File: src/rtl/vending_pkg.sv
// Shared definitions for the multi-product vending controller:
// coin codes, coin-to-cents mapping and the controller state type.
package vending_pkg;

    localparam logic [1:0] COIN_NONE = 2'b00;
    localparam logic [1:0] COIN_5    = 2'b01;
    localparam logic [1:0] COIN_10   = 2'b10;
    localparam logic [1:0] COIN_25   = 2'b11;

    typedef enum logic [1:0] {
        IDLE   = 2'd0,
        CREDIT = 2'd1,
        VEND   = 2'd2,
        CHANGE = 2'd3
    } state_t;

    function automatic logic [4:0] coin_value(input logic [1:0] code);
        case (code)
            COIN_5:  return 5'd5;
            COIN_10: return 5'd10;
            COIN_25: return 5'd25;
            default: return 5'd0;
        endcase
    endfunction

endpackage

File: src/rtl/vm_change_gen.sv
// Change generator: holds the refund remainder and pays it out greedily,
// one coin per valid/ready handshake. done marks the final transfer.
module vm_change_gen
    import vending_pkg::*;
#(
    parameter int CREDIT_W = 8
) (
    input  logic                clk,
    input  logic                rst,
    input  logic                enable,
    input  logic                load,
    input  logic [CREDIT_W-1:0] load_value,
    input  logic                change_ready,
    output logic                change_valid,
    output logic [1:0]          change_coin,
    output logic [CREDIT_W-1:0] remainder,
    output logic                done
);

    logic [CREDIT_W-1:0] rem_q;
    logic [1:0]          greedy;
    logic [CREDIT_W-1:0] coin_cents;
    logic                xfer;

    always_comb begin
        greedy = COIN_NONE;
        if (rem_q >= CREDIT_W'(25))
            greedy = COIN_25;
        else if (rem_q >= CREDIT_W'(10))
            greedy = COIN_10;
        else if (rem_q >= CREDIT_W'(5))
            greedy = COIN_5;
    end

    assign coin_cents   = CREDIT_W'(coin_value(greedy));
    assign change_valid = enable && (rem_q != '0);
    assign change_coin  = change_valid ? greedy : COIN_NONE;
    assign xfer         = change_valid && change_ready;
    assign done         = xfer && (rem_q == coin_cents);
    assign remainder    = rem_q;

    always_ff @(posedge clk or posedge rst) begin
        if (rst)
            rem_q <= '0;
        else if (load)
            rem_q <= load_value;
        else if (xfer)
            rem_q <= rem_q - coin_cents;
    end

endmodule

File: src/rtl/vending_machine_multi.sv
// Multi-product vending controller: credit accumulation, per-item stock,
// vend pulse and greedy change. SALES_AUDIT_EN adds sales_total/vend_count.
//
// state  | meaning
// IDLE   | no credit, accepting coins
// CREDIT | credit > 0, accepting coins, select or cancel
// VEND   | single-cycle dispense pulse
// CHANGE | paying out the remainder through vm_change_gen
module vending_machine_multi
    import vending_pkg::*;
#(
    parameter int NUM_ITEMS  = 4,
    parameter int CREDIT_W   = 8,
    parameter int MAX_CREDIT = 100,
    parameter int STOCK_W    = 4,
    parameter int STOCK_INIT = 10
) (
    input  logic                           clk,
    input  logic                           rst,
    input  logic [1:0]                     coin,
    input  logic                           select,
    input  logic [$clog2(NUM_ITEMS)-1:0]   sel_item,
    input  logic                           cancel,
    input  logic [NUM_ITEMS*CREDIT_W-1:0]  price_tbl,
    input  logic                           restock,
    input  logic [$clog2(NUM_ITEMS)-1:0]   restock_item,
    input  logic                           change_ready,
    output logic                           vend,
    output logic [$clog2(NUM_ITEMS)-1:0]   vend_item,
    output logic                           coin_reject,
    output logic                           change_valid,
    output logic [1:0]                     change_coin,
    output logic [CREDIT_W-1:0]            credit,
    output logic [NUM_ITEMS-1:0]           sold_out,
    output logic                           busy
`ifdef SALES_AUDIT_EN
    ,
    output logic [23:0]                    sales_total,
    output logic [15:0]                    vend_count
`endif
);

    localparam int IW = $clog2(NUM_ITEMS);

    state_t              state, state_nx;
    logic [CREDIT_W-1:0] credit_q;
    logic [STOCK_W-1:0]  stock [NUM_ITEMS];
    logic [CREDIT_W-1:0] price [NUM_ITEMS];
    logic [CREDIT_W-1:0] sel_price;
    logic [CREDIT_W:0]   credit_sum;
    logic [IW-1:0]       vend_item_q;
    logic                accepting, cancel_acc, select_acc, coin_acc;
    logic                load_change, change_done;
    logic [CREDIT_W-1:0] remainder;

    for (genvar i = 0; i < NUM_ITEMS; i++) begin : g_item
        assign price[i]    = price_tbl[i*CREDIT_W +: CREDIT_W];
        assign sold_out[i] = (stock[i] == '0);
    end

    // Same-cycle priority: cancel over select over coin.
    assign sel_price   = price[sel_item];
    assign accepting   = (state == IDLE) || (state == CREDIT);
    assign cancel_acc  = (state == CREDIT) && cancel;
    assign select_acc  = accepting && !cancel_acc && select &&
                         (sel_price <= credit_q) && (stock[sel_item] != '0);
    assign credit_sum  = {1'b0, credit_q} + (CREDIT_W+1)'(coin_value(coin));
    assign coin_acc    = accepting && !cancel_acc && !select_acc && (coin != COIN_NONE) &&
                         (credit_sum <= (CREDIT_W+1)'(MAX_CREDIT));
    assign load_change = cancel_acc || ((state == VEND) && (credit_q != '0));

    vm_change_gen #(.CREDIT_W(CREDIT_W)) u_change (
        .clk          (clk),
        .rst          (rst),
        .enable       (state == CHANGE),
        .load         (load_change),
        .load_value   (credit_q),
        .change_ready (change_ready),
        .change_valid (change_valid),
        .change_coin  (change_coin),
        .remainder    (remainder),
        .done         (change_done)
    );

    always_ff @(posedge clk or posedge rst) begin
        if (rst)
            state <= IDLE;
        else
            state <= state_nx;
    end

    always_comb begin
        state_nx = state;
        case (state)
            IDLE:    if (coin_acc) state_nx = CREDIT;
            CREDIT:  if (cancel_acc) state_nx = CHANGE;
                     else if (select_acc) state_nx = VEND;
            VEND:    state_nx = (credit_q != '0) ? CHANGE : IDLE;
            CHANGE:  if (change_done) state_nx = IDLE;
            default: state_nx = IDLE;
        endcase
    end

    always_comb begin
        vend      = (state == VEND);
        busy      = (state == VEND) || (state == CHANGE);
        credit    = (state == CHANGE) ? remainder : credit_q;
        vend_item = vend_item_q;
    end

    // credit_q holds the remainder during VEND, then hands it to the change generator.
    always_ff @(posedge clk or posedge rst) begin
        if (rst) begin
            credit_q    <= '0;
            coin_reject <= 1'b0;
            vend_item_q <= '0;
        end else begin
            coin_reject <= (coin != COIN_NONE) && !coin_acc;
            if (select_acc)
                vend_item_q <= sel_item;
            if (cancel_acc || (state == VEND))
                credit_q <= '0;
            else if (select_acc)
                credit_q <= credit_q - sel_price;
            else if (coin_acc)
                credit_q <= credit_sum[CREDIT_W-1:0];
        end
    end

    always_ff @(posedge clk or posedge rst) begin
        if (rst) begin
            for (int i = 0; i < NUM_ITEMS; i++)
                stock[i] <= STOCK_W'(STOCK_INIT);
        end else begin
            for (int i = 0; i < NUM_ITEMS; i++) begin
                if (restock && (restock_item == IW'(i)))
                    stock[i] <= STOCK_W'(STOCK_INIT);
                else if (select_acc && (sel_item == IW'(i)))
                    stock[i] <= stock[i] - STOCK_W'(1);
            end
        end
    end

`ifdef SALES_AUDIT_EN
    logic [24:0] sales_sum;
    assign sales_sum = {1'b0, sales_total} + 25'(sel_price);

    always_ff @(posedge clk or posedge rst) begin
        if (rst) begin
            sales_total <= '0;
            vend_count  <= '0;
        end else if (select_acc) begin
            sales_total <= sales_sum[24] ? 24'hFFFFFF : sales_sum[23:0];
            vend_count  <= vend_count + 16'd1;
        end
    end
`endif

endmodule

File: config.mk
export PLATFORM = sky130hd
export DESIGN_NAME = vending_machine_multi
export DESIGN_NICKNAME = d
export VERILOG_FILES = /design/src/rtl/vending_pkg.sv /design/src/rtl/vm_change_gen.sv /design/src/rtl/vending_machine_multi.sv
export SDC_FILE = /design/constraint.sdc
export NUM_CORES = 1
export LEC_CHECK = 0
export CELL_PAD_IN_SITES_DETAIL_PLACEMENT = 1
export CELL_PAD_IN_SITES_GLOBAL_PLACEMENT = 1
export CORE_MARGIN = 3
export CORE_UTILIZATION = 40
export DETAILED_ROUTE_END_ITERATION = 10
export MAX_ROUTING_LAYER = met4
export PLACE_DENSITY_LB_ADDON = 0.1
export SYNTH_ARGS = -nofsm -noshare
export SYNTH_HDL_FRONTEND = slang
export SYNTH_HIERARCHICAL = 1
export SYNTH_SLANG_ARGS = --single-unit
export TNS_END_PERCENT = 5
File: constraint.sdc
create_clock -name clk -period 3.7 [get_ports clk]
set_input_delay 0.37 -clock clk [delete_from_list [all_inputs] [get_ports clk]]
set_output_delay 0.37 -clock clk [all_outputs]
set_load 0.005 [all_outputs]
Word-level counts from Yosys, hierarchy flattened. Index checks and enable logic that the tools add are counted.

Add/sub/neg operators: 7. Magnitude comparators: 6. Eq/ne operators: 19. Mux-type cells: 32. Bitwise gates (word level): 1. Reduce and logical (&&, ||, !) cells: 46.

Operators with widths (count): 2-to-1 mux 8 bit (8); 2-to-1 mux 4 bit (10); one-hot mux 5 bit (3 select lines) (2); logical AND 1 bit (21); == test 2 bit, second input constant (10); binary-select mux 8 bit (select 2 bit) (1); zero test 4 bit (4); 2-to-1 mux 2 bit (8); nonzero test 8 bit (2); subtractor 4 x 1 -> 4 bit, second input constant (4); nonzero test 2 bit (6); == test 2 x 1 -> 1 bit, second input constant (5); adder 8 x 5 -> 9 bit (1); <= comparator 9 x 7 -> 1 bit, second input constant (1); binary-select mux 4 bit (select 2 bit) (1); == test 8 x 5 -> 1 bit (1); >= comparator 8 x 3 -> 1 bit, second input constant (1); >= comparator 8 x 4 -> 1 bit, second input constant (1); >= comparator 8 x 5 -> 1 bit, second input constant (1); <= comparator 8 bit (1); one-hot mux 2 bit (4 select lines) (1); subtractor 8 x 5 -> 8 bit (1); subtractor 8 bit (1); zero test 2 bit (3); other kinds (10) (16).

Register bits after elaboration: 37. Bits of input ports: 44. Word-level logic and storage cells: 120.

Longest topological paths before layout. Gate-level depths: netlist of run 1.

Depth after elaboration: 14. Depth in mapped cells: 13. Gate-level depth less buffers: 12.

Hierarchy. Netlist of run 1, hierarchy kept.

By module, submodules not included: vending_machine_multi (times used 1, cells each 300, area each 2677.6 µm², sequential area each 735.7 µm²); vm_change_gen (times used 1, cells each 89, area each 728.2 µm², sequential area each 200.2 µm²).

Worst setup path after synthesis of run 1. No wires, ideal clock.

Kind: input to register. Start point: in sel_item[0]. End point: reg credit_q[4]. Arrival time: 3.154 ns. Slack: 0.460 ns. Stages: 10. Cells stage by stage: buf_1 mux4_2 inv_1 ha_1 a21oi_1 and2_1 a31oi_1 o21a_1 or4b_2 o211ai_1.

Cells in the longest elaborated chain, start to end: 12. Elaborated cells on any way between the ends: 19. Classes of those cells: 1 x add/sub; 1 x order compare; 8 x mux; 1 x bitwise; 8 x reduce/logical.

Ends and longest elaborated chain: from (decl) (line vending_machine_multi.sv:22) `input logic [$clog2(NUM_ITEMS)-1:0] sel_item,`; inverter 2 -> 3 bit (not written as such) (*) (line vending_machine_multi.sv:62, vending_machine_multi.sv:66); binary-select mux 8 bit (select 2 bit) (line vending_machine_multi.sv:62) `assign sel_price = price[sel_item];`; 2-to-1 mux 8 bit (not written as such) (2 in a row) (line vending_machine_multi.sv:62); <= comparator 8 bit (line vending_machine_multi.sv:66) `(sel_price <= credit_q) && (stock[sel_item] != '0);`; logical AND 1 bit (line vending_machine_multi.sv:65) `assign select_acc = accepting && !cancel_acc && select &&`; logical AND 1 bit (line vending_machine_multi.sv:66); zero test 1 bit (line vending_machine_multi.sv:68) `assign coin_acc = accepting && !cancel_acc && !select_acc && (coin != COIN_NONE) &&`; logical AND 1 bit (3 in a row) (line vending_machine_multi.sv:68); nonzero test 3 bit (no line); to (signal assigned) (line vending_machine_multi.sv:124) `credit_q <= credit_q - sel_price;`; to (signal assigned) (line vending_machine_multi.sv:126) `credit_q <= credit_sum[CREDIT_W-1:0];`; to (decl) (line vending_machine_multi.sv:46) `logic [CREDIT_W-1:0] credit_q;`.

Mark *: on every way between the ends. The rest lies on a longest branch, timed or not. The select of a mux whose other input is x is not followed. A chain may end at the register's enable or synchronous reset.

Worst setup path after layout of run 1.
Start point: in sel_item[0]. End point: reg stock[1] (netlist name).

Cells in the longest elaborated chain, start to end: 9. Elaborated cells on any way between the ends: 14. Classes of those cells: 1 x order compare; 1 x eq/ne; 6 x mux; 1 x bitwise; 5 x reduce/logical.

Ends and longest elaborated chain: inverter 2 -> 3 bit (not written as such) (line vending_machine_multi.sv:62, vending_machine_multi.sv:66); binary-select mux 8 bit (select 2 bit) (line vending_machine_multi.sv:62); 2-to-1 mux 8 bit (not written as such) (2 in a row) (line vending_machine_multi.sv:62); <= comparator 8 bit (line vending_machine_multi.sv:66); logical AND 1 bit (line vending_machine_multi.sv:65); logical AND 1 bit (line vending_machine_multi.sv:66); logical AND 1 bit (*) (line vending_machine_multi.sv:138) `else if (select_acc && (sel_item == IW'(i)))`; nonzero test 2 bit (no line) (*); to (signal, indexed assignment) (line vending_machine_multi.sv:133) `stock[i] <= STOCK_W'(STOCK_INIT);`; to (signal, indexed assignment) (line vending_machine_multi.sv:137) `stock[i] <= STOCK_W'(STOCK_INIT);`; to (signal, indexed assignment) (line vending_machine_multi.sv:139) `stock[i] <= stock[i] - STOCK_W'(1);`; to (decl) (line vending_machine_multi.sv:47) `logic [STOCK_W-1:0] stock [NUM_ITEMS];`.

Marks and branches as above.

==> results of run 1 <==
routing by layer:
| layer | wire length, um | share of wire, % |
|---|---|---|
| met1 | 4550 | 43 |
| met2 | 5580 | 53 |
| met3 | 410 | 3.9 |
| met4 | 80 | 0.75 |
| met5 | 0 | 0 |
final cells by class:
| type | count | area, sq um | area share [%] |
|---|---|---|---|
| Multi-Input combinational cell | 303 | 2250 | 52.7 |
| Timing Repair Buffer | 76 | 741 | 17.4 |
| Inverter | 33 | 124 | 2.91 |
| Clock inverter | 1 | 5.00 | 0.118 |
| Tap cell | 105 | 131 | 3.08 |
| Sequential cell | 37 | 936 | 22.0 |
| Clock buffer | 7 | 76.3 | 1.79 |
cells in the final DEF (no fill, tap or decap), drive strengths merged, types with 9 or more instances in the layout:
cell type,Yosys,final
nor2,25,25
nand2,33,33
inv,33,33
ha,22,22
mux2,9,9
clkdlybuf4s50,0,63
a21oi,21,21
buf,8,13
mux4,9,9
o21ai,32,32
nor4,10,10
dfrtp,29,29
nand3,11,11
stage by stage:
step | util (%) | hold WS, ps | power, uW
after floorplan | - | 186 | 568
after global placement | 50.6 | 470 | 671
after detailed placement | 50.6 | 474 | 678
after CTS | 51.6 | 377 | 977
after global routing | 51.6 | 423 | 1020
final | 51.6 | 370 | 961
registers in the layout, indices dropped and copies added, names as in the netlist:
signal	flops
stock	16
credit_q	8
u_change/remainder	8
state	2
vend_item	2
coin_reject	1
critical path, stage by stage:
cell and delay [ps]:
clkdlybuf4s50_1 510, buf_12 160, mux4_2 510, ha_1 220, inv_1 80, fa_1 210, nand3_1 90, and2_1 170
a31oi_1 380, o21ai_2 300, buf_4 250, or3_1 300, nand3_1 90
cells by family after synthesis:
kind of cell,synth area share (%)
compound gates,23.0
flops,27.5
xor+xnor,3.34
fa+ha+maj,9.85
simple gates,20.5
buf+inv,6.58
mux,9.22
power by group through the flow:
stage               clock network, uW  logic (uW)  registers [uW]
global placement                    0         249             422
CTS                               305         257             415
detailed placement                  0         256             422
finish                            292         254             415
floorplan                           0         146             422
global route                      322         280             415
worst min path at each step:
stage	startpoint	to
6_report	rst	u_change/remainder[0]$_DFFE_PP0P_
5_1_grt	rst	u_change/remainder[0]$_DFFE_PP0P_
4_1_cts	rst	u_change/remainder[0]$_DFFE_PP0P_
3_5_place_dp	stock[7]$_DFFE_PP1P_	stock[7]$_DFFE_PP1P_
3_3_place_gp	stock[11]$_DFFE_PP1P_	stock[11]$_DFFE_PP1P_
2_1_floorplan	rst	u_change/remainder[0]$_DFFE_PP0P_
Yosys cell counts (7+ instances only):
cell      count  area share (%)
o21ai_0      30             4.4
nand2_1      33             3.6
mux2_2        9             3.0
nand3_1      11             1.6
nor2_1       24             2.6
nor3_1        8             1.2
mux4_2        9             6.0
ha_1         22             8.1
dfrtp_1      29              21
clkbuf_1      7            0.77
xnor2_1       8             2.1
inv_1        33             3.6
or3_1         8             1.5
a21oi_1      21             3.1
nor4_1       10             1.8
dfstp_2       8             6.2
==> reports/summary.txt, run 1 <==
status - completed
CTS resizes - 0
Placement Setup Slack - -28.6 ps
r2r setup slk - 660 ps
Final Wtd Congestion - 0.836
max_slew headroom - 54.2%
I/O pin total - 64
Clock Path Buffers - 2
Setup Viol. Count Final - 0
Placed Instances - 554
Peak Freq - 0.293 GHz
Clock Latency Late Sink - 300 ps
vias in the first global route - 3,434
Reg clk slew, reported paths - 80 ps
Syn Inst Count - 389
Post-Syn Area per Cell - 8.76 sq um
Routed Wire Length - 10,600 um
Die Y - 98.3 um
Worst Reg-to-Reg Cells - 8
Initial Util - 41.2%
number of buffers created by CTS - 5
EDFF count, synth - 0
Synthesized Nets - 458
Layout Nets - 525
Synth Register Bits - 37
DP Wirelength - 8460 um
Area Overhead vs Synth - 25.1%
ANT nets after route - 0
# Post-CTS Setup Buffers - 0
P_int - 669 uW
setup TNS - 0 ps
via count - 3,321
final setup margin - 286 ps
CP endpoint - stock[1]$_DFFE_PP1P_
r2r startpoint - credit_q[0]$_DFFE_PP0P_
largest net degree at the start of global routing - 30
post-synthesis cell area - 0.00341 sq mm
RSZ-0062 raised after global routing - no
clock share of power - 30.4%
placed inst area - 0.00418 sq mm
Post-synth ARST share - 100%
Reg2Reg Capture Point - credit_q[5]$_DFFE_PP0P_
sw frac - 30.4%
crit path launch - sel_item[0]
Vias/cell - 5.91
drt first pass iters - 4
Sinks on Clock Net - 37
Logic pwr share - 26.4%
Primary FF master, synth - dfrtp_1
PwrDens - 226 mW/mm^2
net switching power figure - 292 uW
Tmin final - 3410 ps
initial antenna violation count - 0
Avg WL per Cell - 18.9 um
share of cells above drive strength 1 - 13.6%
MaxCap Viol Count - 0
Die Wd - 98.3 um
Layout Cells excl Fill - 562
first-pass GRT wire length - 17,800 um
number of diodes - 0
CTS tree - built
design area - 0.00426 sq mm
Final period util - 92.3%
Worst Clk Skew - 11.8 ps
I/O Buffers - 63
Pleak - 0.00182 uW
sequential-to-total area share from yosys stat - 27.5%
Syn. warnings - 6
Crit Path Max Fanout - 16
htree depth - 2
worst-margin pin slew - 685 ps
Crit. End Element - flop
met1 global-route usage - 29.8%
critical path class - input port to flop
root buffer cell - clkbuf_8
final hold vios - 0
Flop pwr share - 43.2%
Residual DRC - 0
GR Util met2 - 40.2%
Worst Hold Class - input port to asynchronous set/reset pin
Worst Setup Start Kind - input port
die area - 0.00966 sq mm
GR Util All Layers - 23.4%
grt ovf - 0
# rows - 33
drt initial violations - 134
Arr. time, crit path - 3660 ps
met3 Track Usage GR - 3.00%
Top Usage Layer GRT - met2
VDD IR max - 113 uV
FILL cells - 991
CP Data Required Time - 3940 ps
Netlist cell types - 67
Pins Over Slew Limit - 0
CTS Hold Bufs - 0
CORE AREA - 0.00826 sq mm
(Power assumes the default switching activity.)
==> run 2, diff against run 1 <==
==> constraint.sdc (replaced) <==
create_clock -name clk -period 3.7 [get_ports clk]
set_input_delay 0.37 -clock clk [delete_from_list [all_inputs] [get_ports clk]]
set_output_delay 0.37 -clock clk [all_outputs]
set_load 0.1 [all_outputs]
==> reports/summary.txt, run 2 (synthesized netlist as in run 1, its figures left out) <==
status - completed
GR Util All Layers - 23.1%
Arr. time, crit path - 3520 ps
Placed Instances - 556
via count - 3,317
CTS resizes - 0
commonest non-fill, non-tap cells in the layout - clkdlybuf4s50_1 (50), inv_1 (33), nand2_1 (33), o21ai_0 (30), dfrtp_1 (29)
drt first pass iters - 4
Crit Path Max Fanout - 7
Layout Cells excl Fill - 564
Reg with most FFs - stock
placed inst area - 0.00415 sq mm
net switching power figure - 315 uW
die area - 0.00966 sq mm
htree depth - 2
number of diodes - 0
ANT nets after route - 0
CTS Hold Bufs - 0
# rows - 33
Peak Freq - 0.305 GHz
Die Wd - 98.3 um
CP Cell Sequence - clkdlybuf4s50_1 > buf_4 > mux4_2 > ha_1 > inv_1 > fa_1 > nand3_1 > and2_1 > a31oi_1 > buf_4 > o2111ai_1 > or3_1 > a21oi_1
Residual DRC - 0
share of cells above drive strength 1 - 17.2%
largest net degree at the start of global routing - 30
top routing layer in use - met4
drt initial violations - 87
Final Wtd Congestion - 0.862
Flop pwr share - 39.4%
Clock Path Buffers - 2
Logic pwr share - 24.5%
setup TNS - 0 ps
design area - 0.00426 sq mm
Initial Util - 41.2%
Area Overhead vs Synth - 25.2%
P_int - 737 uW
# Post-CTS Setup Buffers - 0
CP Data Required Time - 3940 ps
Tmin final - 3270 ps
I/O pin total - 64
r2r startpoint - credit_q[0]$_DFFE_PP0P_
Pleak - 0.00187 uW
CORE AREA - 0.00826 sq mm
Routed Wire Length - 10,500 um
Final period util - 88.5%
grt ovf - 0
sw frac - 29.9%
critical path class - input port to flop
max_slew headroom - 34.8%
Worst Hold Class - input port to asynchronous set/reset pin
wire length on met1 - 4640 um
worst-margin pin slew - 975 ps
clock share of power - 36.1%
Met3 Wirelength - 489 um
final hold vios - 0
Worst Setup Start Kind - input port
Pins Over Slew Limit - 0
Sinks on Clock Net - 37
CTS tree - built
Worst Clk Skew - 13.5 ps
initial antenna violation count - 0
number of flip-flops under the largest register name - 16
I/O Buffers - 63
Reg clk slew, reported paths - 90 ps
root buffer cell - clkbuf_8
Layout Nets - 527
crit path launch - sel_item[0]
commonest non-fill, non-tap cell in the layout - clkdlybuf4s50_1
MaxCap Viol Count - 0
slowest stage cell on the critical path - mux4_2
most frequent CP cell - buf_4
Met2 Wirelength - 5210 um
first-pass GRT wire length - 17,600 um
Clock Latency Late Sink - 310 ps
PwrDens - 247 mW/mm^2
DP Wirelength - 8440 um
Max stage delay on crit path - 530 ps
vias in the first global route - 3,482
Vias/cell - 5.88
r2r setup slk - 610 ps
Avg WL per Cell - 18.5 um
Die Y - 98.3 um
VDD IR max - 121 uV
number of buffers created by CTS - 5
Setup Viol. Count Final - 0
Crit. End Element - flop
RSZ-0062 raised after global routing - no
-- run 2: worst max-delay path, delay by kind of cell --
kind	cells	cell delay, ps
buffers and inverters	4	880
AND/OR/NAND/NOR	3	720
AO/OA/AOI/OAI	3	600
multiplexers	1	530
adder cells (fa/ha/maj)	2	430
-- run 2: routing by layer --
| layer | vias to the layer above | track usage [%] |
|---|---|---|
| met5 | - | - |
| met4 | 0 | 5.57 |
| met3 | 12 | 3.21 |
| met2 | 81 | 39.4 |
| met1 | 1630 | 29.0 |
| li1 | 1594 | - |
-- run 2: power by group through the flow --
stage	Sequential (uW)	Clock [uW]	Combinational, uW
2_1_floorplan	427	0	146
3_3_place_gp	422	0	251
3_5_place_dp	422	0	259
4_1_cts	415	389	259
5_1_grt	415	404	284
6_report	415	380	257
-- run 2: worst paths after layout --
| path | endpoint | depth (start not counted) |
|---|---|---|
| worst max-delay path | stock[10]$_DFFE_PP0P_ | 13 |
| worst min-delay path | u_change/remainder[2]$_DFFE_PP0P_ | 2 |
| worst max register to register | credit_q[5]$_DFFE_PP0P_ | 9 |
| worst min register to register | stock[3]$_DFFE_PP1P_ | 2 |
| max in group asynchronous | stock[7]$_DFFE_PP1P_ | 3 |
| min in group clk | stock[3]$_DFFE_PP1P_ | 2 |
-- run 2: layout make-up --
class	count	area, sq um
Sequential cell	37	936
Clock inverter	3	46.3
Timing Repair Buffer	78	711
Inverter	33	124
Fill cell	988	4000
Clock buffer	5	68.8
Tap cell	105	131
Multi-Input combinational cell	303	2250
-- run 2: through the flow --
stage	utilization (%)	worst slack, ps	hold WS [ps]	power (uW)
2_1_floorplan	-	335	186	573
5_1_grt	51.6	141	399	1100
3_5_place_dp	50.2	97.5	474	681
4_1_cts	51.6	409	359	1060
3_3_place_gp	50.2	211	472	674
6_report	51.6	425	356	1050
